$ cat src/rtl/pe_mac_if.sv
// ----------------------------------------------------------------------------
// pe_mac_if
// Handshake bundle between the PE operand feeder, the MAC pipeline and the
// result collector.
//   Operand side : in_valid, in_ready, A, B, is_signed, acc_en, acc_clr
//   Result side  : out_valid, out_ready, P, acc_ovf
// Modports:
//   master : the environment (drives operands and out_ready)
//   slave  : the MAC unit
// ----------------------------------------------------------------------------
interface pe_mac_if #(
    parameter int WIDTH     = 16,
    parameter int ACC_WIDTH = 48
) ();
    logic                 in_valid;
    logic                 in_ready;
    logic [WIDTH-1:0]     A;
    logic [WIDTH-1:0]     B;
    logic                 is_signed;
    logic                 acc_en;
    logic                 acc_clr;
    logic                 out_valid;
    logic                 out_ready;
    logic [ACC_WIDTH-1:0] P;
    logic                 acc_ovf;

    modport master (
        output in_valid, A, B, is_signed, acc_en, acc_clr, out_ready,
        input  in_ready, out_valid, P, acc_ovf
    );

    modport slave (
        input  in_valid, A, B, is_signed, acc_en, acc_clr, out_ready,
        output in_ready, out_valid, P, acc_ovf
    );
endinterface

$ cat src/rtl/pe_mac_pipe.sv
// ----------------------------------------------------------------------------
// pe_mac_pipe
// Pipelined signed/unsigned multiply-accumulate unit for the NPU PE.
// Stage 0 registers the operands and sideband on acceptance, stage 1 forms two
// partial products, later stages sum them, and the output register holds
// P together with the accumulator.  A transaction accepted at edge n shows
// out_valid after edge n+STAGES.  Any output stall freezes the whole pipe.
// Ports:
//   clk   : rising-edge clock
//   rst_n : synchronous active-low reset
//   mac   : pe_mac_if.slave (operand/result handshakes, P, acc_ovf)
// ----------------------------------------------------------------------------
module pe_mac_pipe #(
    parameter int WIDTH     = 16,
    parameter int ACC_WIDTH = 48,
    parameter int STAGES    = 3
) (
    input  logic     clk,
    input  logic     rst_n,
    pe_mac_if.slave  mac
);
    localparam int PW = 2 * WIDTH;

    if (WIDTH < 2) begin : g_bad_width
        $error("pe_mac_pipe: WIDTH must be >= 2");
    end
    if (ACC_WIDTH < PW) begin : g_bad_acc
        $error("pe_mac_pipe: ACC_WIDTH must be >= 2*WIDTH");
    end
    if (STAGES < 1 || STAGES > 4) begin : g_bad_stages
        $error("pe_mac_pipe: STAGES must be in 1..4");
    end

    typedef logic [ACC_WIDTH-1:0] acc_t;

    typedef struct packed {
        logic             sgn;
        logic             acc_en;
        logic             acc_clr;
        logic [WIDTH-1:0] a;
        logic [WIDTH-1:0] b;
        logic [PW-1:0]    pp_lo;
        logic [PW-1:0]    pp_hi;
    } stage_t;

    // Both operands are widened to 2*WIDTH; the product modulo 2^(2*WIDTH)
    // then equals the exact signed or unsigned result.  B is split in halves
    // so the product is a_x*b_lo + (a_x*b_hi << WIDTH).
    function automatic stage_t pp_gen(input stage_t s);
        stage_t        r;
        logic [PW-1:0] a_x;
        logic [PW-1:0] b_x;
        r     = s;
        a_x   = {{WIDTH{s.sgn & s.a[WIDTH-1]}}, s.a};
        b_x   = {{WIDTH{s.sgn & s.b[WIDTH-1]}}, s.b};
        r.pp_lo = a_x * {{WIDTH{1'b0}}, b_x[WIDTH-1:0]};
        r.pp_hi = (a_x * {{WIDTH{1'b0}}, b_x[PW-1:WIDTH]}) << WIDTH;
        return r;
    endfunction

    // Later stages fold the partial products; pp_hi becomes zero so the
    // final stage can always add both fields.
    function automatic stage_t pp_reduce(input stage_t s);
        stage_t r;
        r       = s;
        r.pp_lo = s.pp_lo + s.pp_hi;
        r.pp_hi = '0;
        return r;
    endfunction

    stage_t          stg_q [STAGES];
    stage_t          stg_d [STAGES];
    logic [STAGES:0] vld_pipe_q;
    acc_t            acc_q, acc_d;
    acc_t            p_q, p_d;
    logic            ovf_q, ovf_d;
    logic            stall;

    assign stall         = vld_pipe_q[STAGES] & ~mac.out_ready;
    assign mac.in_ready  = ~stall;
    assign mac.out_valid = vld_pipe_q[STAGES];
    assign mac.P         = p_q;
    assign mac.acc_ovf   = ovf_q;

    for (genvar k = 0; k < STAGES; k++) begin : g_stage
        if (k == 0) begin : g_in
            assign stg_d[k] = '{sgn:     mac.is_signed,
                                acc_en:  mac.acc_en,
                                acc_clr: mac.acc_clr,
                                a:       mac.A,
                                b:       mac.B,
                                pp_lo:   '0,
                                pp_hi:   '0};
        end else if (k == 1) begin : g_pp
            assign stg_d[k] = pp_gen(stg_q[k-1]);
        end else begin : g_red
            assign stg_d[k] = pp_reduce(stg_q[k-1]);
        end
    end

    // Output stage: product sign/zero extension, accumulate and overflow.
    stage_t           fin;
    logic [PW-1:0]    prod;
    acc_t             ext;
    logic [ACC_WIDTH:0] sum;
    logic             ovf_new;

    always_comb begin
        fin     = (STAGES == 1) ? pp_gen(stg_q[0]) : stg_q[STAGES-1];
        prod    = fin.pp_lo + fin.pp_hi;
        ext     = acc_t'(prod);
        if (fin.sgn && prod[PW-1]) begin
            ext = ext | ~acc_t'({PW{1'b1}});
        end
        sum     = {1'b0, acc_q} + {1'b0, ext};
        ovf_new = fin.sgn ? ((acc_q[ACC_WIDTH-1] == ext[ACC_WIDTH-1]) &&
                             (sum[ACC_WIDTH-1] != acc_q[ACC_WIDTH-1]))
                          : sum[ACC_WIDTH];
        acc_d   = acc_q;
        p_d     = p_q;
        ovf_d   = ovf_q;
        if (vld_pipe_q[STAGES-1]) begin
            p_d = ext;
            if (fin.acc_en) begin
                if (fin.acc_clr) begin
                    acc_d = ext;
                    ovf_d = 1'b0;
                end else begin
                    acc_d = sum[ACC_WIDTH-1:0];
                    p_d   = sum[ACC_WIDTH-1:0];
                    ovf_d = ovf_q | ovf_new;
                end
            end
        end
    end

    always_ff @(posedge clk) begin
        if (!rst_n) begin
            vld_pipe_q <= '0;
            acc_q      <= '0;
            p_q        <= '0;
            ovf_q      <= 1'b0;
            for (int k = 0; k < STAGES; k++) stg_q[k] <= '0;
        end else if (!stall) begin
            vld_pipe_q <= {vld_pipe_q[STAGES-1:0], mac.in_valid};
            acc_q      <= acc_d;
            p_q        <= p_d;
            ovf_q      <= ovf_d;
            for (int k = 0; k < STAGES; k++) stg_q[k] <= stg_d[k];
        end
    end
endmodule

$ cat src/flat_wrapper.sv
// flat-port wrapper written by rule: the top's interface ports become plain ports
module pe_mac_pipe_flat 
#(
    parameter int WIDTH     = 16,
    parameter int ACC_WIDTH = 48,
    parameter int STAGES    = 3
)
  (clk, rst_n, mac_in_valid, mac_A, mac_B, mac_is_signed, mac_acc_en, mac_acc_clr, mac_out_ready, mac_in_ready, mac_out_valid, mac_P, mac_acc_ovf);
  pe_mac_if #(.WIDTH(WIDTH), .ACC_WIDTH(ACC_WIDTH)) mac_i ();
  input  logic clk;
  input  logic rst_n;
  input wire logic [$bits(mac_i.in_valid)-1:0] mac_in_valid;
  input wire logic [$bits(mac_i.A)-1:0] mac_A;
  input wire logic [$bits(mac_i.B)-1:0] mac_B;
  input wire logic [$bits(mac_i.is_signed)-1:0] mac_is_signed;
  input wire logic [$bits(mac_i.acc_en)-1:0] mac_acc_en;
  input wire logic [$bits(mac_i.acc_clr)-1:0] mac_acc_clr;
  input wire logic [$bits(mac_i.out_ready)-1:0] mac_out_ready;
  output wire logic [$bits(mac_i.in_ready)-1:0] mac_in_ready;
  output wire logic [$bits(mac_i.out_valid)-1:0] mac_out_valid;
  output wire logic [$bits(mac_i.P)-1:0] mac_P;
  output wire logic [$bits(mac_i.acc_ovf)-1:0] mac_acc_ovf;
  assign mac_i.in_valid = mac_in_valid;
  assign mac_i.A = mac_A;
  assign mac_i.B = mac_B;
  assign mac_i.is_signed = mac_is_signed;
  assign mac_i.acc_en = mac_acc_en;
  assign mac_i.acc_clr = mac_acc_clr;
  assign mac_i.out_ready = mac_out_ready;
  assign mac_in_ready = mac_i.in_ready;
  assign mac_out_valid = mac_i.out_valid;
  assign mac_P = mac_i.P;
  assign mac_acc_ovf = mac_i.acc_ovf;
  pe_mac_pipe #(.WIDTH(WIDTH), .ACC_WIDTH(ACC_WIDTH), .STAGES(STAGES)) u_core (.clk(clk), .rst_n(rst_n), .mac(mac_i));
endmodule
$ cat config.mk
export PLATFORM = sky130hd
export DESIGN_NAME = pe_mac_pipe_flat
export DESIGN_NICKNAME = d
export VERILOG_FILES = /design/src/rtl/pe_mac_if.sv /design/src/rtl/pe_mac_pipe.sv /design/src/flat_wrapper.sv
export SDC_FILE = /design/constraint.sdc
export NUM_CORES = 1
export LEC_CHECK = 0
export BUFFER_PORTS_ARGS = -buffer_cell sky130_fd_sc_hd__buf_2
export CAP_MARGIN = 20
export CORE_UTILIZATION = 30
export DETAILED_ROUTE_END_ITERATION = 12
export HOLD_SLACK_MARGIN = 0.05
export MAX_ROUTING_LAYER = met4
export PLACE_DENSITY = 0.44
export SETUP_SLACK_MARGIN = 0.02
export SYNTH_ARGS = -nofsm -noshare
export SYNTH_HDL_FRONTEND = slang
export SYNTH_SLANG_ARGS = --single-unit
export TNS_END_PERCENT = 5
$ cat constraint.sdc
create_clock -name clk -period 15.46 [get_ports clk]
set_input_delay 3.092 -clock clk [delete_from_list [all_inputs] [get_ports clk]]
set_output_delay 3.092 -clock clk [all_outputs]
set_load 0.02 [all_outputs]
# [Word level (Yosys, flattened, before mapping)]
# Memories as Yosys holds them, arrays and structs flattened.
# Cells that the tools add are included.
[totals] out_inout_bits=51 mem_bits_rw=249 n_memories=1 mem_bits_ro=0 register_bits=101 latchBits=0 elab_cells=37
[mem_list] memory="u_core.stg_q" words=3 word_bits=83 read_ports=3 rd_ports_with_merged_regs=0 wr=3 line="pe_mac_pipe.sv:71" text="stage_t stg_q [STAGES];"
[op_classes] add_sub_neg=3 reduce_logical=4 n_mul=2 n_div=0 shifts=0 mux=12 n_bitwise=9 eq_ne=2 magnitude_cmp=0
[ops] op="$mux W83" n=3
[ops] op="$mux W48" n=3
[ops] op="$add A32 B32 Y32" n=2
[ops] op="$add A48 B48 Y49" n=1
[ops] op="$mul A17 B17 Y32" n=1
[ops] op="$mul A17 B17 Y16" n=1
[ops] op="$mux W1" n=6
[ops] op="$or A1 B1 Y1" n=4
[ops] op="$and A1 B1 Y1" n=3
[ops] op="$reduce_and A3 Y1" n=1
[ops] op="$logic_and A1 B1 Y1" n=2
[ops] op="$not A1 Y1" n=2
[ops] op="$reduce_and A2 Y1" n=1
[ops] op="$eq A1 B1 Y1" n=1
[ops] op="$ne A1 B1 Y1" n=1

# [Longest topological paths before layout]
# An unclocked memory read counts as a cell.
[logic_depth] word_depth=10 mapped_depth=25 depth_no_buf=24

# [Least setup slack after synthesis]
# OpenSTA, ideal clock, no wires.
[synth_timing] kind="input-to-output" from="in mac_out_ready" to="out mac_in_ready" stages=5 required_time_ps=12368 t_arrival_ps=3950 setup_slack_ps=8418 n_path_buf=3 cell_sequence="nor2b_1 -> clkbuf_1 -> inv_1 -> clkbuf_1 -> clkbuf_1"
[synth_between] elab_chain_cells=3
[synth_lines] item="from (decl)" line="flat_wrapper.sv:18" text="input wire logic [$bits(mac_i.out_ready)-1:0] mac_out_ready;"
[synth_lines] item="$not A1 Y1" line="pe_mac_pipe.sv:79" text="assign stall = vld_pipe_q[STAGES] & ~mac.out_ready;"
[synth_lines] item="$and A1 B1 Y1" line="pe_mac_pipe.sv:79"
[synth_lines] item="$not A1 Y1 (no line)"
[synth_lines] item="to (decl)" line="flat_wrapper.sv:19" text="output wire logic [$bits(mac_i.in_ready)-1:0] mac_in_ready;"
# Every way passes these cells.

# [Final worst setup path]
# Ends and elaborated chain as after synthesis.

==> metrics.txt <==
number of global-route vias before repair 19500; Slew @ Worst Pin 1.02 ns; die area 83300 um2; width of the die between 200 and 300 um; dominant combinational cell family by area after synthesis adder cells; Tot GR Track Use 17.3%; Worst R2R End u_core.stg_q[0][130]; worst flop-to-flop path startpoint u_core.stg_q[0][74]; fraction of layout instances using a drive strength above 1 6.54%; post-detail-place hpwl 52.8 mm; count of antenna-violating nets left after detailed routing 0; highest attainable clock frequency 133 MHz; initial core utilization between 30% and 40%; IO Count 90; Finish-stage setup viols 0; ratio of routed vias to standard cells 4.84; Post-synth top flop sky130_fd_sc_hd__edfxtp_1; Net Count, Synth 3256; Initial DRT Pass Iterations 7; number of I/O port buffers between 80 and 90; clock tree skew after final layout about 0.022 ns; number of cells traversed by the worst register-to-register path 22; RSZ-0062 raised after global routing no; FFs w/ async S/R, synth 0%; source-to-sink clock delay at the later pin of the worst-skew pair roughly 0.6 ns; H-tree depth 1; drt initial violations 927; clock input transition at the sequential cells of the worst setup and hold paths 0.06 ns; average instance area after synthesis 9.15 um2; Fin Setup TNS 0 ns; overall routed net length 69.0 mm; core box area 80900 um2; area leader, netlist sky130_fd_sc_hd__fa_1; Max FO, Critical Path 74; NumNets Final 3277; Hold Fails Final Rpt 0; post-synthesis xor/xnor area fraction 4.51%; fraction of the mapped netlist area in compound gates 10.8%; Data required, critical path between 10 and 15 ns; Area Overhead vs Synth 10.3%; CP startpoint mac_out_ready; number of standard cells after synthesis roughly 2700; count of flip-flops with a built-in enable after synthesis 121; Total Power 2170 uW; number of register bits inferred by synthesis 222; most numerous cell types in the synthesized netlist sky130_fd_sc_hd__inv_1, sky130_fd_sc_hd__fa_1, sky130_fd_sc_hd__nand2_1; Row Count about 100; Critical Path AT 4.41 ns; critical path type in -> out; final RePlAce weighted congestion ~0.87; number of warnings issued by yosys 0; layout filler cell count approximately 8400; synthesized-area fraction occupied by and/or/nand/nor cells 15.4%; share of the clock period used by the worst path after layout around half; startpoint type of the worst setup path primary input; post-synth cell types 67; largest net degree at the start of global routing 80; sequential area share after synthesis 22.9%; Clock Sinks 222; crit path capture type primary output; Inserted Diodes 0; LEAKAGE about 0.014 uW; setup slack of the worst register-to-register path 8.16 ns; pre-CTS WS 7.95 ns; adder-cell area share of the yosys netlist 36.6%; largest cells by area after synthesis sky130_fd_sc_hd__fa_1, sky130_fd_sc_hd__edfxtp_1, sky130_fd_sc_hd__ha_1, sky130_fd_sc_hd__dfxtp_1, sky130_fd_sc_hd__inv_1; average wire per standard cell 18.2 um; Yosys top cell area share between 20% and 30%; DRC errors left 0; Worst IR Drop VDD 0.0701 mV; clock root buffer sky130_fd_sc_hd__clkbuf_16; power density cells 79.8 nW/um2; post-CTS setup-driven buffer insertion count 0; mux share of post-synthesis cell area less than 1%; CTS Buffer Depth 3; cell total after placement 3744; timing endpoint of the critical path mac_in_ready; post-layout worst setup margin 7.95 ns; normalized max-slew margin 32.1%; Num CTS Buffers 28; Maximum Capacitance Violations 0; cells resized by post-CTS repair 0; Cell Area, Synth 24700 um2; run status finished, final reports clean; number of antenna violations at the first check in global routing 1; TritonCTS clock tree done; vias post-DR 18400; height of the die between 200 and 300 um; minimum period implied by the final worst setup slack 7.51 ns; Cell Count, Final, Fillers Out between 3000 and 4000; Worst Hold Class reg -> reg; wire length of the first global-routing pass around 110 mm; overflow left after global routing 0; most used standard cell by instance count after synthesis sky130_fd_sc_hd__inv_1; final slew viol count 0; number of hold buffers added after cts 0
stage by stage:
| step | cell area [um2] | util [%] | hold slack (ns) |
|---|---|---|---|
| floorplan | 24700 | - | 0.432 |
| global placement | 26200 | 32.3 | 0.436 |
| detailed placement | 26200 | 32.3 | 0.443 |
| CTS | 27200 | 33.6 | 0.452 |
| global route | 27200 | 33.6 | 0.477 |
| finish | 27200 | 33.6 | 0.446 |
routing by layer:
| metal | GRT usage [%] | wire length, um | vias up |
|---|---|---|---|
| li1 | - | - | 8739 |
| met1 | 22.1 | 31500 | 9183 |
| met2 | 29.6 | 33700 | 360 |
| met3 | 1.62 | 2160 | 102 |
| met4 | 4.00 | 1690 | 0 |
| met5 | - | 0 | - |
kinds of logic after synthesis:
logic type	after synthesis
simple gates	788
buf+inv	598
fa+ha+maj	527
compound gates	416
flops	222
xor+xnor	127
mux	16
sequential cells by signal, indices dropped and copies added (netlist names):
register and count:
u_core.stg_q 121, u_core.acc_q 48, u_core.mac.P 48, u_core.vld_pipe_q 4
u_core.mac.acc_ovf 1
final cells by class:
cell class / instances / area (um2) / share of cell area (%)
inverter: 473 / 1780 / 6.53
tap: 1060 / 1330 / 4.88
clock inverter: 16 / 238 / 0.874
timing repair buffer: 116 / 671 / 2.47
multi-input combinational: 1874 / 16800 / 61.7
clock buffer: 36 / 761 / 2.80
sequential: 222 / 5660 / 20.8
where the power goes:
| part | internal (uW) | total, uW | leakage [uW] | switching, uW |
|---|---|---|---|---|
| Clock | 432 | 716 | 0.000495 | 284 |
| Combinational | 272 | 702 | 0.0108 | 430 |
| Sequential | 688 | 752 | 0.00225 | 64.1 |
critical path, stage by stage:
cell and delay [ns]:
sky130_fd_sc_hd__buf_2 0.13, sky130_fd_sc_hd__nor2b_1 0.49, sky130_fd_sc_hd__inv_2 0.04, sky130_fd_sc_hd__buf_4 0.36, sky130_fd_sc_hd__buf_2 0.28
placed cells by master, fill, tap and decap left out, types with 16 or more instances in the layout:
master,n
sky130_fd_sc_hd__a211oi_1,30
sky130_fd_sc_hd__a21o_1,38
sky130_fd_sc_hd__a21oi_1,129
sky130_fd_sc_hd__and2_1,135
sky130_fd_sc_hd__and3_1,85
sky130_fd_sc_hd__buf_2,88
sky130_fd_sc_hd__buf_4,27
sky130_fd_sc_hd__clkbuf_16,28
sky130_fd_sc_hd__dfxtp_1,101
sky130_fd_sc_hd__edfxtp_1,121
sky130_fd_sc_hd__fa_1,324
sky130_fd_sc_hd__ha_1,199
sky130_fd_sc_hd__inv_1,470
sky130_fd_sc_hd__mux2i_1,16
sky130_fd_sc_hd__nand2_1,253
sky130_fd_sc_hd__nand3_1,20
sky130_fd_sc_hd__nor2_1,179
sky130_fd_sc_hd__nor3_1,43
sky130_fd_sc_hd__o211a_1,16
sky130_fd_sc_hd__o211ai_1,18
sky130_fd_sc_hd__o21ai_0,83
sky130_fd_sc_hd__xnor2_1,76
sky130_fd_sc_hd__xor2_1,51
worst min-delay path by stage:
stage                    startpoint              endpoint  slack, ns  cells past startpoint
2_1_floorplan  u_core.vld_pipe_q[0]  u_core.vld_pipe_q[0]       0.43                      2
3_3_place_gp       u_core.mac.P[21]      u_core.mac.P[21]       0.44                      2
3_5_place_dp       u_core.mac.P[21]      u_core.mac.P[21]       0.44                      2
4_1_cts            u_core.mac.P[21]      u_core.mac.P[21]       0.45                      2
5_1_grt            u_core.mac.P[21]      u_core.mac.P[21]       0.48                      2
6_report           u_core.mac.P[21]      u_core.mac.P[21]       0.45                      2
No activity file was read; power rests on OpenSTA's default activity.
